File: src/rtl/cpu_pkg.sv
// Shared datapath types and constants for the CPU core.
// Words use big-endian bit order: index 0 is the MSB.
package cpu_pkg;

  typedef logic [0:15] word_t;

  localparam logic  DIR_INC  = 1'b1;
  localparam logic  DIR_DEC  = 1'b0;
  localparam word_t WORD_MAX = 16'hFFFF;
  localparam int    NIB_W    = 4;

endpackage

File: src/rtl/inc_nibble.sv
// One 4-bit slice of the +/-1 unit. Bit 0 is the slice MSB.
// The slice toggles each bit whose lower neighbours all match the direction.
module inc_nibble
  import cpu_pkg::*;
(
  input  logic [0:NIB_W-1] nib,
  input  logic             dir,
  input  logic             cin,
  output logic [0:NIB_W-1] res,
  output logic             prop
);

  logic [0:NIB_W-1] match;
  logic [0:NIB_W-1] tgl;

  // A bit "matches" when it would pass a carry (inc: 1) or a borrow (dec: 0).
  // The direction is used as-is so an unknown dir poisons the result.
  assign match = (dir == DIR_INC) ? nib : ~nib;

  assign tgl[3] = cin;
  assign tgl[2] = cin & match[3];
  assign tgl[1] = cin & match[3] & match[2];
  assign tgl[0] = cin & match[3] & match[2] & match[1];

  assign res  = nib ^ tgl;
  assign prop = &match;

endmodule

File: src/rtl/incrementer.sv
// 16-bit +/-1 unit with zero-latency result, wrap flag and a registered copy.
// Nibble propagates feed a lookahead so every slice gets its carry in one level.
module incrementer
  import cpu_pkg::*;
#(
  parameter int WIDTH = 16
) (
  input  logic             i_clk,
  input  logic             i_rst_n,
  input  logic [0:WIDTH-1] i_in,
  input  logic             i_dir,
  output logic [0:WIDTH-1] o_out,
  output logic             o_wrap,
  output logic [0:WIDTH-1] o_out_q,
  output logic             o_wrap_q
);

  localparam int NIB = WIDTH / NIB_W;

  // Nibble j = 0 is the least-significant slice (highest bit indices).
  logic [NIB-1:0] prop;
  logic [NIB-1:0] cin;

  genvar j;
  generate
    for (j = 0; j < NIB; j++) begin : g_nib
      if (j == 0) begin : g_lsb
        assign cin[j] = 1'b1;
      end else begin : g_upper
        assign cin[j] = &prop[j-1:0];
      end

      inc_nibble u_nib (
        .nib  (i_in [WIDTH-NIB_W*(j+1) +: NIB_W]),
        .dir  (i_dir),
        .cin  (cin[j]),
        .res  (o_out[WIDTH-NIB_W*(j+1) +: NIB_W]),
        .prop (prop[j])
      );
    end
  endgenerate

  // Every slice passing the carry/borrow means the word wrapped.
  assign o_wrap = &prop;

  always_ff @(posedge i_clk) begin
    if (!i_rst_n) begin
      o_out_q  <= '0;
      o_wrap_q <= 1'b0;
    end else begin
      o_out_q  <= o_out;
      o_wrap_q <= o_wrap;
    end
  end

endmodule

File: config.mk
export PLATFORM = sky130hd
export DESIGN_NAME = incrementer
export DESIGN_NICKNAME = d
export VERILOG_FILES = /design/src/rtl/cpu_pkg.sv /design/src/rtl/inc_nibble.sv /design/src/rtl/incrementer.sv
export SDC_FILE = /design/constraint.sdc
export NUM_CORES = 1
export LEC_CHECK = 0
export ABC_AREA = 1
export ABC_CLOCK_PERIOD_IN_PS = 1600
export BUFFER_PORTS_ARGS = -buffer_cell sky130_fd_sc_hd__buf_2
export CORE_ASPECT_RATIO = 0.75
export CORE_UTILIZATION = 30
export DETAILED_ROUTE_END_ITERATION = 16
export GPL_TIMING_DRIVEN = 0
export PLACE_DENSITY = 0.64
export SYNTH_ARGS = -nofsm -noshare
export SYNTH_HDL_FRONTEND = slang
export SYNTH_SLANG_ARGS = --single-unit
export TNS_END_PERCENT = 1
File: constraint.sdc
create_clock -name i_clk -period 1.6 [get_ports i_clk]
set_clock_uncertainty 0.1 [all_clocks]
set_input_delay 0.08 -clock i_clk [delete_from_list [all_inputs] [get_ports i_clk]]
set_output_delay 0.08 -clock i_clk [all_outputs]
set_load 0.005 [all_outputs]
==> results of run 1 <==
==> logic make-up after synthesis <==
logic type	count (synthesis)	synth area share, %
AOI/OAI and AO/OA	11	5.50
xor gates and xnor gates	13	12.0
buffers and inverters	36	14.2
DFF	17	29.9
and+or+nand+nor	85	38.4
==> cell usage in the layout, fill, tap and decap left out <==
| cell type | Yosys | final |
|---|---|---|
| nand2_2 | 7 | 8 |
| xor2_2 | 1 | 1 |
| or2_2 | 1 | 1 |
| o21ai_0 | 1 | 1 |
| buf_8 | 0 | 1 |
| o21ai_1 | 2 | 2 |
| dlygate4sd3_1 | 0 | 2 |
| buf_12 | 1 | 1 |
| buf_2 | 0 | 51 |
| clkbuf_1 | 1 | 2 |
| nor3_1 | 2 | 2 |
| nand2_1 | 40 | 39 |
| xnor2_2 | 2 | 2 |
| dfxtp_1 | 17 | 17 |
| inv_1 | 28 | 28 |
| nand2_4 | 4 | 4 |
| xnor2_1 | 4 | 4 |
| nor2_8 | 1 | 1 |
| nor2_4 | 4 | 4 |
| a21oi_1 | 6 | 6 |
| and2_1 | 1 | 1 |
| nor2_1 | 15 | 15 |
| a21oi_2 | 2 | 2 |
| inv_2 | 4 | 4 |
| xor2_1 | 6 | 6 |
| inv_4 | 1 | 1 |
| nand4_1 | 3 | 3 |
| clkbuf_8 | 0 | 3 |
| nand3_1 | 7 | 7 |
==> metal layers <==
layer	share of wire (%)	GRT usage (%)	vias to the layer above
met4	0.91	3.36	0
li1	-	-	593
met1	48	16.0	445
met5	0	0	-
met3	6.2	4.01	2
met2	45	21.3	28
==> critical path, stage by stage <==
cell and delay (ns):
buf_8 0.13, buf_12 0.15, xnor2_2 0.15, nand2_2 0.10
nor2_4 0.17, nand2_4 0.09, nor2_4 0.09, nand3_1 0.08
nand2_2 0.07, inv_1 0.04, buf_2 0.11
==> per-stage QoR <==
step,hold slack [ns],setup slack [ns],total power [mW]
2_1_floorplan,0.0524,0.292,0.625
3_3_place_gp,0.205,0.118,0.724
3_5_place_dp,0.210,0.112,0.727
4_1_cts,0.0220,0.107,1.06
5_1_grt,0.0477,0.00857,1.11
6_report,0.0302,0.143,1.04
==> cell type report <==
type | count | area, sq um
Buffer | 3 | 38.8
Clock buffer | 4 | 45.0
Fill cell | 377 | 1920
Inverter | 33 | 126
Multi-Input combinational cell | 109 | 638
Sequential cell | 17 | 340
Tap cell | 50 | 62.6
Timing Repair Buffer | 53 | 275
==> timing repair <==
| action | 4_1_cts | 5_1_grt |
|---|---|---|
| hold buffers | 2 | 0 |
| resized for setup | 0 | 2 |
| hold endpoints to repair | 2 | 0 |
| endpoints found under the setup margin | 0 | 1 |
==> power breakdown <==
group	switching [mW]	internal, mW
registers	0.00425	0.447
logic	0.151	0.116
clock network	0.145	0.177
total	0.300	0.741
==> flip-flops by register name, summed over array words and instances, names as in the netlist <==
| name | count |
|---|---|
| o_wrap_q | 1 |
| o_out_q | 16 |
==> path summary, 6_finish.rpt <==
| kind | start | endpoint | cells past startpoint |
|---|---|---|---|
| worst min-delay path | i_in[14] | o_out_q[14] | 3 |
| worst max-delay path | i_dir | o_out[1] | 11 |
==> flow_summary.yaml, run 1 <==
cells_and_area:
  fin_util_pct: 44.3
  n_antenna_cell: 0
  area_growth_pct: 34.2
  finalInstanceArea_sq_um: 1530
  fin_cells: 269
  drive_above_1_share_pct: 38.4
  nets: 239
logic_synthesis:
  async_flop_share_pct: 0
  synth_area_leaders: "dfxtp_1 (30%), nand2_1 (13%), inv_1 (9.2%)"
  syn_inst: 162
  netlist_area_sq_um: 1140
  synth_fp_nets: 181
  ys_types: 26
  yosys_warnings: 0
  yosysSeqAreaShare_pct: 29.9
  syn_area_per_cell_sq_um: 7.02
  synth_commonest_cells: "nand2_1 (40), inv_1 (28), dfxtp_1 (17), nor2_1 (15)"
  synth_top_cell_by_area: "dfxtp_1"
  synth.most_common_cell: "nand2_1"
  synth_top_area_share_pct: 29.9
  yosys_register_bits: 17
  synth-main-ff-cell: "dfxtp_1"
  synth_edf_count: 0
drt:
  drt_iter0_drc: 29
  drt_wl_total_microns: 2430
  wl_per_cell_microns: 9.03
  firstDrtPassIters: 3
  vias: 1068
  post-route-drc-count: 0
  ant_nets: 0
  viasPerCell: 3.97
placed_design:
  dp_hpwl_microns: 1960
  place.gp.congestion: 0.756
  place_area_sq_um: 1460
  dp.cells: 263
  io_buffers: 51
clocking:
  postCtsSetupBuffers: 0
  cts.sinks: 17
  cts_buffers: 3
  clk_path_buf_depth: 2
  root_buffer: "clkbuf_8"
  htree_num_levels: 1
  cts_tree: "done"
  path_clk_slew_ns: 0.06
worst_setup_path:
  arrival_ns: 1.28
  crit_path_end_kind: "output port"
  crit_fanout: 10
  start_kind: "input pin"
  critPathRequiredTime_ns: 1.42
  criticalPathCategory: "in -> out"
timing:
  report.final.slew_viol_count: 0
  slew_headroom_pct: 66.8
  rsz0062_at_grt: "false"
  clock.fmax_ghz: 0.686
  post-route-min-period_ns: 1.46
  hold_viol: 0
  fin_setup_tns_ns: 0
  finalCritPeriodShare_pct: 91.1
  setup_violations: 0
  worst_pin_slew_ns: 0.499
global_route:
  grt_pass1_vias: 971
  grt_pass1_wl_microns: 4110
  grt_antenna_before_repair: 0
  grt_overflow_total: 0
  grt_start_max_net_pins: 11
  track_usage_pct: 12.9
floorplanning:
  core_region_area_sq_um: 3450
  fp.dieH_microns: 55.3
  initial_core_util_pct: 33.0
  rows: 18
  die_w_microns: 73.1
  io_pins: 53
  die-area_sq_um: 4040
outcome:
  outcome: "complete, no violations"
pwr:
  ir_drop_uv: 219
  p_per_area_nw_per_um2: 682
  power.leakage_nw: 0.906
worst_hold_path:
  hp-class: "in -> reg"
job:
  max_cap_viol_count: 0
No activity file was read; power rests on OpenSTA's default activity.
==> run 2, diff against run 1 <==
--- a/config.mk
+++ b/config.mk
@@ -8,11 +8,14 @@
 export ABC_AREA = 1
 export ABC_CLOCK_PERIOD_IN_PS = 1600
 export BUFFER_PORTS_ARGS = -buffer_cell sky130_fd_sc_hd__buf_2
+export CELL_PAD_IN_SITES_DETAIL_PLACEMENT = 0
+export CELL_PAD_IN_SITES_GLOBAL_PLACEMENT = 1
 export CORE_ASPECT_RATIO = 0.75
 export CORE_UTILIZATION = 30
 export DETAILED_ROUTE_END_ITERATION = 16
 export GPL_TIMING_DRIVEN = 0
-export PLACE_DENSITY = 0.64
+export PLACE_DENSITY = 0.84
+export RECOVER_POWER = 100
 export SYNTH_ARGS = -nofsm -noshare
 export SYNTH_HDL_FRONTEND = slang
 export SYNTH_SLANG_ARGS = --single-unit
==> flow_summary.yaml, run 2 (same netlist as run 1, synthesis figures left out) <==
clocking:
  cts_tree: "done"
  clk_path_buf_depth: 2
  htree_num_levels: 1
  root_buffer: "clkbuf_8"
  cts_buffers: 3
  cts.sinks: 17
  postCtsSetupBuffers: 0
  path_clk_slew_ns: 0.07
timing:
  fin_setup_tns_ns: 0
  fin_ws_ns: 0.139
  hold_viol: 0
  slew_headroom_pct: 67.5
  rsz0062_at_grt: "false"
  setup_violations: 0
  clock.fmax_ghz: 0.684
  timing.hold.ws_ns: 0.0326
  post-route-min-period_ns: 1.46
  finalCritPeriodShare_pct: 91.3
  report.final.slew_viol_count: 0
  worst_pin_slew_ns: 0.488
worst_hold_path:
  hold_end: "o_out_q[8]"
  hp-start: "i_in[8]"
  hold_depth: 3
  hp-class: "in -> reg"
worst_setup_path:
  crit_fanout: 10
  arrival_ns: 1.28
  criticalPathCategory: "in -> out"
  critPathRequiredTime_ns: 1.42
  cp_top_family: "simple AND/OR/NAND/NOR gates"
  critPathBufInv: 4
  max_stage_delay_ns: 0.16
  start_kind: "input pin"
  startpoint: "i_dir"
  crit_path_end_kind: "output port"
  critPathSlowestCell: "nor2_4"
  cpMostUsedCell: "nor2_4"
  critical_path.cell_chain: "buf_6 -> buf_12 -> xnor2_2 -> nand2_2 -> nor2_4 -> nand2_4 -> nor2_4 -> nand3_1 -> nand2_1 -> inv_1 -> buf_2"
global_route:
  grt_pass1_vias: 929
  grt_pass1_wl_microns: 4000
  track_usage_pct: 12.8
  grt_overflow_total: 0
  grt_antenna_before_repair: 0
  grt_start_max_net_pins: 11
placed_design:
  dp_hpwl_microns: 1970
  io_buffers: 51
  place_ws_ns: 0.0747
  place_area_sq_um: 1460
  dp.cells: 263
  place.gp.congestion: 0.789
floorplanning:
  core_region_area_sq_um: 3450
  initial_core_util_pct: 33.0
  die-area_sq_um: 4040
  die_w_microns: 73.1
  fp.dieH_microns: 55.3
  io_pins: 53
  rows: 18
job:
  max_cap_viol_count: 0
cells_and_area:
  area_growth_pct: 32.7
  drive_above_1_share_pct: 35.6
  fin_util_pct: 43.8
  reg_top3: "o_out_q: 16 flops, o_wrap_q: 1 flops"
  nets: 239
  final_cell_mix: "buf_2 (46), nand2_1 (40), inv_1 (29), dfxtp_1 (17), nor2_1 (15)"
  n_antenna_cell: 0
  largest_reg_flops: 16
  fin_cells: 269
  final_common_cell: "buf_2"
  regMostFlops: "o_out_q"
  finalInstanceArea_sq_um: 1510
  fill_cells: 379
pwr:
  power.share.clock_pct: 31.0
  p_sw_share_pct: 29.0
  p_int_mw: 0.738
  netSwitchingPower_mw: 0.301
  p_per_area_nw_per_um2: 689
  share_comb_of_total_power_pct: 25.5
  ir_drop_uv: 231
  power.leakage_nw: 0.895
  power_mw: 1.04
  p_seq_share_pct: 43.5
drt:
  post-route-drc-count: 0
  drt_wl_total_microns: 2380
  firstDrtPassIters: 4
  wl_per_cell_microns: 8.84
  drt_iter0_drc: 27
  ant_nets: 0
  vias: 1065
  viasPerCell: 3.96
outcome:
  outcome: "complete, no violations"
run 2: how the worst max path moves through the flow:
stage / cells past startpoint / slack, ns / endpoint
floorplan: 10 / 0.29 / o_out_q[1]
global placement: 10 / 0.11 / o_out[1]
detailed placement: 10 / 0.07 / o_out[1]
CTS: 10 / 0.07 / o_out[1]
global route: 10 / 0.002 / o_out[8]
finish: 11 / 0.14 / o_out[1]
run 2: power groups by stage:
stage               clock [mW]  sequential, mW  combinational (mW)
detailed placement           0           0.462               0.267
finish                   0.322           0.452               0.265
floorplan                    0           0.467               0.158
global placement             0           0.461               0.265
global route             0.357           0.454               0.300
CTS                      0.337           0.452               0.271
run 2: tightest hold or removal path: stages:
cell and delay, ns:
buf_2 0.10, xor2_1 0.09, nor2_1 0.08
run 2: final cells by class:
cell class                 count  area [sq um]  share of cell area, %
multi-input combinational    109           628                   41.6
tap                           50          62.6                   4.15
inverter                      33           126                   8.37
timing repair buffer          53           272                   18.0
buffer                         3          35.0                   2.32
clock buffer                   4          45.0                   2.99
sequential                    17           340                   22.6
run 2: timing repair:
action | CTS | global route
setup endpoints to repair | 0 | 4
hold buffers | 2 | 0
hold endpoints to repair | 2 | 0
resized for setup | 0 | 1
run 2: metal layers:
layer | vias to the layer above | routed length (microns) | global-route usage (%)
met5 | - | 0 | 0
met4 | 0 | 27 | 4.20
met3 | 4 | 197 | 5.47
met2 | 31 | 956 | 19.2
met1 | 437 | 1200 | 16.5
li1 | 593 | - | -
